File: src/rtl/decode_stage.sv
// RV32I decode stage: decodes fetch-side {pc, insn} into fields and immediate and
// holds them in a two-entry skid buffer behind a valid/ready handshake.
module decode_stage #(
    parameter int AWIDTH = 32,
    parameter int DWIDTH = 32
) (
    input  logic              clk,
    input  logic              rst,
    input  logic              insn_valid_i,
    output logic              insn_ready_o,
    input  logic [AWIDTH-1:0] pc_i,
    input  logic [DWIDTH-1:0] insn_i,
    input  logic              flush_i,
    input  logic              out_ready_i,
    output logic              out_valid_o,
    output logic [AWIDTH-1:0] pc_o,
    output logic [DWIDTH-1:0] insn_o,
    output logic [6:0]        opcode_o,
    output logic [4:0]        rd_o,
    output logic [2:0]        funct3_o,
    output logic [4:0]        rs1_o,
    output logic [4:0]        rs2_o,
    output logic [6:0]        funct7_o,
    output logic [DWIDTH-1:0] imm_o,
    output logic              illegal_o
);

    generate
        if (DWIDTH != 32) begin : g_bad_width
            $error("decode_stage supports DWIDTH = 32 only");
        end
    endgenerate

    typedef struct packed {
        logic [AWIDTH-1:0] pc;
        logic [DWIDTH-1:0] insn;
        logic [6:0]        opcode;
        logic [4:0]        rd;
        logic [2:0]        funct3;
        logic [4:0]        rs1;
        logic [4:0]        rs2;
        logic [6:0]        funct7;
        logic [DWIDTH-1:0] imm;
        logic              illegal;
    } entry_t;

    typedef enum logic [1:0] {
        EMPTY = 2'd0,
        ONE   = 2'd1,
        FULL  = 2'd2
    } state_t;

    state_t state_reg;
    entry_t out_reg;
    entry_t skid_reg;
    entry_t dec_next;
    logic   in_fire;
    logic   out_fire;

    assign insn_ready_o = (state_reg != FULL);
    assign out_valid_o  = (state_reg != EMPTY);
    assign in_fire      = insn_valid_i & insn_ready_o & ~flush_i;
    assign out_fire     = out_valid_o & out_ready_i;

    // Decode happens before buffering so outputs are pure register reads.
    always_comb begin
        dec_next         = '0;
        dec_next.pc      = pc_i;
        dec_next.insn    = insn_i;
        dec_next.opcode  = insn_i[6:0];
        dec_next.rd      = insn_i[11:7];
        dec_next.funct3  = insn_i[14:12];
        dec_next.rs1     = insn_i[19:15];
        dec_next.rs2     = insn_i[24:20];
        dec_next.funct7  = insn_i[31:25];
        if (insn_i[1:0] != 2'b11) begin
            dec_next.illegal = 1'b1;
        end else begin
            case (insn_i[6:0])
                7'b0010011, 7'b0000011, 7'b1100111, 7'b1110011:
                    dec_next.imm = {{20{insn_i[31]}}, insn_i[31:20]};
                7'b0100011:
                    dec_next.imm = {{20{insn_i[31]}}, insn_i[31:25], insn_i[11:7]};
                7'b1100011:
                    dec_next.imm = {{19{insn_i[31]}}, insn_i[31], insn_i[7],
                                    insn_i[30:25], insn_i[11:8], 1'b0};
                7'b0110111, 7'b0010111:
                    dec_next.imm = {insn_i[31:12], 12'b0};
                7'b1101111:
                    dec_next.imm = {{11{insn_i[31]}}, insn_i[31], insn_i[19:12],
                                    insn_i[20], insn_i[30:21], 1'b0};
                7'b0110011, 7'b0001111:
                    dec_next.imm = '0;
                default:
                    dec_next.illegal = 1'b1;
            endcase
        end
    end

    always_ff @(posedge clk) begin
        if (rst) begin
            state_reg <= EMPTY;
            out_reg   <= '0;
            skid_reg  <= '0;
        end else if (flush_i) begin
            state_reg <= EMPTY;
        end else begin
            case (state_reg)
                EMPTY: begin
                    if (in_fire) begin
                        out_reg   <= dec_next;
                        state_reg <= ONE;
                    end
                end
                ONE: begin
                    if (in_fire && out_fire) begin
                        out_reg <= dec_next;
                    end else if (in_fire) begin
                        skid_reg  <= dec_next;
                        state_reg <= FULL;
                    end else if (out_fire) begin
                        state_reg <= EMPTY;
                    end
                end
                FULL: begin
                    if (out_fire) begin
                        out_reg   <= skid_reg;
                        state_reg <= ONE;
                    end
                end
                default: state_reg <= EMPTY;
            endcase
        end
    end

    assign pc_o      = out_reg.pc;
    assign insn_o    = out_reg.insn;
    assign opcode_o  = out_reg.opcode;
    assign rd_o      = out_reg.rd;
    assign funct3_o  = out_reg.funct3;
    assign rs1_o     = out_reg.rs1;
    assign rs2_o     = out_reg.rs2;
    assign funct7_o  = out_reg.funct7;
    assign imm_o     = out_reg.imm;
    assign illegal_o = out_reg.illegal;

endmodule

File: config.mk
export PLATFORM = sky130hd
export DESIGN_NAME = decode_stage
export DESIGN_NICKNAME = d
export VERILOG_FILES = /design/src/rtl/decode_stage.sv
export SDC_FILE = /design/constraint.sdc
export NUM_CORES = 1
export LEC_CHECK = 0
export CELL_PAD_IN_SITES_DETAIL_PLACEMENT = 0
export CELL_PAD_IN_SITES_GLOBAL_PLACEMENT = 1
export CORE_MARGIN = 5
export CORE_UTILIZATION = 39
export CTS_CLUSTER_DIAMETER = 50
export DETAILED_ROUTE_END_ITERATION = 8
export PLACE_DENSITY = 0.92
export REMOVE_ABC_BUFFERS = 1
export SLEW_MARGIN = 5
export SYNTH_ARGS = -nofsm -noshare
export SYNTH_HDL_FRONTEND = slang
export SYNTH_SLANG_ARGS = --single-unit
export TNS_END_PERCENT = 1
File: constraint.sdc
create_clock -name clk -period 3.1 [get_ports clk]
set_input_delay 0.62 -clock clk [delete_from_list [all_inputs] [get_ports clk]]
set_output_delay 0.62 -clock clk [all_outputs]
set_load 0.01 [all_outputs]
# ---- After elaboration in Yosys (flattened, before gate mapping)
# Cells that the tools add are included.
dict set report op_classes {
  n_reduce_logical 11
  bitwise_logic 5
  n_eq_ne 20
  n_mux 14
}
# cell count
set ops {}
lappend ops {{two-way mux 129 bit} 3}
lappend ops {{case mux 129 bit (3 select lines)} 1}
lappend ops {{case mux 32 bit (5 select lines)} 1}
lappend ops {{two-way mux 32 bit} 1}
lappend ops {{equality test 7 bit (second input constant)} 4}
lappend ops {{equality test 7 x 6 -> 1 bit (second input constant)} 3}
lappend ops {{equality test 7 x 5 -> 1 bit (second input constant)} 2}
lappend ops {{inequality test 2 bit (second input constant)} 6}
lappend ops {{OR reduction 11 bit} 1}
lappend ops {{two-way mux 2 bit} 5}
lappend ops {{AND reduction 4 bit} 2}
lappend ops {{equality test 7 x 2 -> 1 bit (second input constant)} 1}
lappend ops {{equality test 7 x 4 -> 1 bit (second input constant)} 1}
lappend ops {{case mux 2 bit (3 select lines)} 1}
lappend ops {{AND reduction 5 bit} 1}
lappend ops {{OR reduction 2 bit} 2}
lappend ops {{OR reduction 4 bit} 1}
lappend ops {{AND 1 bit} 3}
lappend ops {{inequality test 3 bit (second input constant)} 1}
lappend ops {{nonzero test 3 bit} 1}
lappend ops {{equality test 2 x 1 -> 1 bit (second input constant)} 1}
lappend ops {{equality test 2 bit (second input constant)} 1}
lappend ops {{logical NOT 2 bit} 1}
lappend ops {{two-way mux 1 bit} 2}
lappend ops {{3 further kinds} 4}
dict set report totals {
  register_bits 260
}

# ---- Longest topological paths before layout
# Gate-level depths: netlist of run 1.
dict set report logic_depth {
  word_depth 6
  mapped_depth 7
  depth_no_buf 5
}

# ---- Worst setup path after synthesis of run 1
# No wires, ideal clock.
dict set report synth_timing {
  path_type {in2reg}
  startpoint {in insn_i[5]}
  endpoint {reg out_reg (netlist bit imm_o[21])}
  slack_ns 1.058
  path_buffers 2
  setup_ns 0.080
  t_arrival_ns 1.962
  cell_stages 7
  cell_sequence {buf_2 > nand3_1 > or4b_4 > nand3_2 > a21boi_2 > buf_6 > a211oi_2}
}
dict set report synth_via {
  elab_chain_len 6
  word_cells_on_any_way 16
}
# element line_no
set synth_lines {}
lappend synth_lines {{start: declaration} 12} ;# input logic [DWIDTH-1:0] insn_i,
lappend synth_lines {{equality test 7 x 5 -> 1 bit, or another cell as far along} 79} ;# case (insn_i[6:0])
lappend synth_lines {{OR reduction 4 bit / OR reduction 2 bit (equally long branches)} --}
lappend synth_lines {{case mux 32 bit (5 select lines) *} 79}
lappend synth_lines {{two-way mux 32 bit *} 76} ;# if (insn_i[1:0] != 2'b11) begin
lappend synth_lines {{two-way mux 129 bit, on equally long branches} {116, 110}}
lappend synth_lines {{case mux 129 bit (3 select lines) *} 108} ;# case (state_reg)
lappend synth_lines {{end signal: assignment} 111} ;# out_reg <= dec_next;
lappend synth_lines {{end signal: assignment} 117} ;# out_reg <= dec_next;
lappend synth_lines {{end signal: assignment} 127} ;# out_reg <= skid_reg;
lappend synth_lines {{end: declaration} 54} ;# entry_t out_reg;
# Every way passes the cells marked *; elsewhere a longest branch is shown, timed or not. The select of a mux whose other input is x is not followed.
# A chain may end at the register's enable or synchronous reset.

# ---- Worst setup path after layout of run 1
dict set report layout_timing {
  startpoint {reg state_reg[1]}
  endpoint {out insn_ready_o}
}
dict set report layout_via {
  elab_chain_len 1
}
# element line_no
set layout_lines {}
lappend layout_lines {{start: declaration} 53} ;# state_t state_reg;
lappend layout_lines {{start signal: assignment} 102} ;# state_reg <= EMPTY;
lappend layout_lines {{start signal: assignment} 106} ;# state_reg <= EMPTY;
lappend layout_lines {{start signal: assignment} 112} ;# state_reg <= ONE;
lappend layout_lines {{inequality test 2 bit} 60} ;# assign insn_ready_o = (state_reg != FULL);
lappend layout_lines {{end: declaration} 10} ;# output logic insn_ready_o,
# Every way passes these cells.

==> results of run 1 <==
==> metrics by stage <==
| step | instances | util (%) | setup WS [ns] | area, sq um | TNS, ns |
|---|---|---|---|---|---|
| final | 1472 | 50.9 | 0.407 | 11000 | 0 |
| after CTS | 1472 | 50.9 | 0.375 | 11000 | 0 |
| after global routing | 1472 | 50.9 | 0.248 | 11000 | 0 |
| after global placement | 1440 | 48.5 | 0.219 | 10500 | 0 |
| after detailed placement | 1440 | 48.5 | 0.196 | 10500 | 0 |
| after floorplan | 934 | - | -3.44 | 7880 | -451.50 |
==> routing by layer <==
layer | share of wire [%] | vias to the layer above
li1 | - | 3852
met1 | 47 | 3634
met2 | 46 | 218
met3 | 6.4 | 15
met4 | 1.0 | 0
met5 | 0 | -
==> logic make-up (layout without fill, tap and decap cells) <==
kind of cell	Yosys count	in the layout	synth area share, %
compound gates	247	247	22.4
xor+xnor	1	1	0.103
buf+inv	128	263	7.74
flops	196	196	46.0
mux	1	1	0.117
simple gates	484	484	23.6
==> critical path, delay by kind of cell, from the launching register on <==
family | cells | cell delay, ns
AND/OR/NAND/NOR | 1 | 0.54
buffers and inverters | 2 | 0.69
flip-flops | 1 | 0.40
==> synthesized netlist by cell type, types with 2 or more instances <==
master     number  share of area (%)
buf_4          34                3.0
a211oi_1       11               0.97
dfxtp_1       196                 46
buf_6           3               0.40
nand3b_1        7               0.62
o2111ai_1       2               0.21
a21oi_1        84                4.9
a311oi_1       66                6.8
buf_2          23                1.4
nor2b_1         4               0.29
buf_1           2              0.088
o31ai_1        12                1.1
nand3_2         2               0.23
nand2b_1        5               0.37
a21o_1          6               0.53
nor4_1         11               0.81
o21ai_0         3               0.18
a211oi_2       21                3.1
or3_1           2               0.15
o21bai_1       12                1.1
nor3_1         20                1.2
inv_1           4               0.18
a221oi_1        8               0.82
nor2_1        119                5.2
nand2_1       299                 13
a22o_1          6               0.62
nand3_1         2               0.12
and3b_1         2               0.21
o41ai_1         4               0.41
clkbuf_1       61                2.7
==> cell type report <==
cell class | instances | area [sq um] | area share, %
multi-input combinational | 733 | 3960 | 35.9
sequential | 196 | 3920 | 35.5
timing repair buffer | 226 | 2260 | 20.5
clock buffer | 22 | 454 | 4.11
tap | 280 | 350 | 3.17
clock inverter | 10 | 75.1 | 0.680
inverter | 5 | 20.0 | 0.181
==> report_power, final <==
group          switching, mW  total (mW)  internal [mW]
registers             0.0616        2.67           2.61
clock network          0.963        2.02           1.05
logic                  0.374       0.762          0.388
total                   1.40        5.45           4.06
==> worst max path at each step <==
stage | to | slack (ns) | startpoint
6_report | insn_ready_o | 0.41 | state_reg[1]
2_1_floorplan | skid_reg[10] | -3.44 | out_ready_i
4_1_cts | insn_ready_o | 0.38 | state_reg[1]
5_1_grt | insn_ready_o | 0.25 | state_reg[1]
3_5_place_dp | imm_o[20] | 0.20 | insn_i[2]
3_3_place_gp | imm_o[20] | 0.22 | insn_i[2]
==> impl_metrics.ini, run 1 <==
[outcome]
outcome = finished, final reports clean

[final_layout]
num-nets-final = 1248
largest_register_ffs = 97
final_common_cell = nand2_1
layout_common_cells = nand2_1 (299), clkdlybuf4s50_1 (198), dfxtp_1 (196), nor2_1 (119), a21oi_1 (84)
antenna_cells = 0
drive_gt1_share_pct = 7.97
syn_to_final_growth_pct = 29.6
n_fill_cell = 2066

[sta]
max_freq_ghz = 0.371
maxSlewViolCount = 0
setup_viol_count_final = 0
finalHoldViolations = 0
layout_min_cycle_time_ns = 2.69
whs_ns = 0.454
relSlewSlack_pct = 51.9
min_period_over_period_pct = 86.9
skew_ns = 0.00911
rsz0062_at_grt = false
tightestPinTransition_ns = 0.722

[detailed_routing]
wl_mm = 23.7
ant_nets = 0
route.detailed.drc = 0
via_per_inst = 5.24
wl_per_cell_um = 16.1
drt_iter0_markers = 428
first_pass_iters = 5
vias = 7719

[setup_path]
worstSetupPathType = flip-flop to output port
timing.reg2reg.setup_slack_ns = 0.87
crit_arrival_ns = 2.07
cp_max_fo = 20
r2r_cells = 4
crit_chain = nor2b_4 > clkinv_2 > clkdlybuf4s50_1
r2r_start = state_reg[1]
crit_required_ns = 2.48
cp_slowest_cell = nor2b_4
slowest_delay_ns = 0.54
end_kind = output port
worstReg2RegEnd = imm_o[0]
start_kind = flip-flop

[power]
peakVddDrop_mv = 0.307
power.leakage_nw = 3.76
power.total_mw = 5.45
power.density_mw_per_mm2 = 494

[clock_network]
post_cts_resized = 0
postCtsSetupBuffers = 0
root_buffer = clkbuf_16
clk_latency_ns = 0.42
numCtsBuffers = 17
cts_buffer_depth = 2
clkTransAtPathRegs_ns = 0.07
hold_buffers = 0
cts_tree = done
clkSinkCount = 196
h-tree-depth = 4

[floorplan]
ioPinCount = 200
dieArea_sq_mm = 0.0249
die-width_um = 158
die_y_um = 158
core_area_sq_mm = 0.0217
rows = 54
start_util_pct = 39.3

[synthesis]
yosysSeqAreaShare_pct = 46.0
ys.flop_type = dfxtp_1
syn_inst = 1057
ys_warn_count = 0
syn_avg_cell_area_sq_um = 8.06
ys_types = 56
syn_area_sq_mm = 0.00852
synth_edf_count = 0
synth-seq-cells = 196
async_flop_share_pct = 0

[global_route]
grt.busiest_layer = met2
grtUsageMet2_pct = 30.4
grt_max_degree = 91
grt.met3_usage_pct = 4.57
gr-total-overflow = 0
grt_use_total_pct = 18.8
antenna_found_initial = 0
met1_usage_pct = 25.5
grt_pass1_vias = 7402
grt_pass1_wl_mm = 38.3

[hold_path]
min_from = skid_reg[116]
hold_path_class = flip-flop to flip-flop
hold_depth = 2
min_to = skid_reg[116]

[place]
routabilityCongestion = 0.801
hpwl_mm = 14.9
portBuffers = 199

[flow_run]
maxCapViolCount = 0
(Power assumes the default switching activity.)
==> run 2, diff against run 1 <==
CTS_CLUSTER_SIZE = 20   (was not set)
MAX_ROUTING_LAYER = met4   (was not set)
==> impl_metrics.ini, run 2 (synthesized netlist as in run 1, its figures left out) <==
[outcome]
outcome = finished, final reports clean

[setup_path]
slowest_delay_ns = 0.55
cp_slowest_cell = nor2b_4
crit_required_ns = 2.48
worstReg2RegEnd = imm_o[0]
crit_arrival_ns = 2.08
worstSetupPathType = flip-flop to output port
r2r_cells = 4
start_kind = flip-flop
cp_max_fo = 20
r2r_start = state_reg[1]
crit_chain = nor2b_4 > clkinv_2 > clkdlybuf4s50_1
timing.reg2reg.setup_slack_ns = 0.88
end_kind = output port

[sta]
maxSlewViolCount = 0
layout_min_cycle_time_ns = 2.70
finalHoldViolations = 0
fin_ws_ns = 0.396
max_freq_ghz = 0.370
tightestPinTransition_ns = 0.722
relSlewSlack_pct = 51.9
rsz0062_at_grt = false
setup_viol_count_final = 0
min_period_over_period_pct = 87.2
skew_ns = 0.00857

[place]
dpl_cell_area_sq_mm = 0.0105
portBuffers = 199
hpwl_mm = 14.9
routabilityCongestion = 0.812
pre_cts_slack_ns = 0.196

[detailed_routing]
route.detailed.drc = 0
via_per_inst = 5.26
first_pass_iters = 5
wl_mm = 23.6
vias = 7737
ant_nets = 0
wl_per_cell_um = 16.0
drt_iter0_markers = 426

[final_layout]
multi_input_area_sq_mm = 0.00396
drive_gt1_share_pct = 7.97
n_fill_cell = 2066
regArea_sq_mm = 0.00392
antenna_cells = 0
syn_to_final_growth_pct = 29.6
final_common_cell = nand2_1
stdcell_area_sq_mm = 0.0110
num-nets-final = 1248
largest_register_ffs = 97
layout_common_cells = nand2_1 (299), clkdlybuf4s50_1 (198), dfxtp_1 (196), nor2_1 (119), a21oi_1 (84)
utilization_pct = 50.9

[clock_network]
clkTransAtPathRegs_ns = 0.07
clk_latency_ns = 0.42
post_cts_resized = 0
root_buffer = clkbuf_16
numCtsBuffers = 17
cts_tree = done
cts_buffer_depth = 2
h-tree-depth = 4
postCtsSetupBuffers = 0
hold_buffers = 0
clkSinkCount = 196

[global_route]
grt_max_degree = 91
gr-total-overflow = 0
antenna_found_initial = 0
grt_pass1_vias = 7390
grt_pass1_wl_mm = 38.4
grt_use_total_pct = 19.3

[floorplan]
start_util_pct = 39.3
core_area_sq_mm = 0.0217
rows = 54
die-width_um = 158
die_y_um = 158
ioPinCount = 200
dieArea_sq_mm = 0.0249

[hold_path]
hold_depth = 2
min_from = skid_reg[116]
min_to = skid_reg[116]
hold_path_class = flip-flop to flip-flop

[power]
power.leakage_nw = 3.76
power.density_mw_per_mm2 = 494
peakVddDrop_mv = 0.305

[flow_run]
maxCapViolCount = 0
run 2: per-layer routing:
metal  wire length [um]  track usage (%)
met1              11000             25.7
met2              10800             30.5
met3               1450             3.99
met4                274             4.51
met5                  0                -
run 2: worst max path at each step:
stage,depth (start not counted),start,endpoint,slack [ns]
after floorplan,4,out_ready_i,skid_reg[10],-3.44
after global placement,7,insn_i[2],imm_o[20],0.22
after detailed placement,7,insn_i[2],imm_o[20],0.20
after CTS,3,state_reg[1],insn_ready_o,0.38
after global routing,3,state_reg[1],insn_ready_o,0.25
final,3,state_reg[1],insn_ready_o,0.40
run 2: layout make-up:
type / count / area share [%]
Timing Repair Buffer: 226 / 20.5
Clock inverter: 10 / 0.680
Tap cell: 280 / 3.17
Sequential cell: 196 / 35.5
Inverter: 5 / 0.181
Clock buffer: 22 / 4.11
Multi-Input combinational cell: 733 / 35.9
run 2: through the flow:
stage | power (mW) | hold slack (ns) | instances | setup TNS [ns]
finish | 5.45 | 0.454 | 1472 | 0
global route | 5.70 | 0.472 | 1472 | 0
CTS | 5.52 | 0.456 | 1472 | 0
detailed placement | 3.50 | 0.447 | 1440 | 0
global placement | 3.49 | 0.442 | 1440 | 0
floorplan | 3.02 | 0.431 | 934 | -451.50
run 2: power breakdown:
group | internal, mW | total, mW | switching (mW) | leakage [nW]
Sequential | 2.61 | 2.67 | 0.0617 | 1.60
Combinational | 0.388 | 0.761 | 0.373 | 1.91
Clock | 1.05 | 2.01 | 0.959 | 0.247
run 2: critical path, delay by kind of cell (launching register included):
| family | cells | cell delay [ns] |
|---|---|---|
| DFF | 1 | 0.40 |
| buffers and inverters | 2 | 0.70 |
| and+or+nand+nor | 1 | 0.55 |
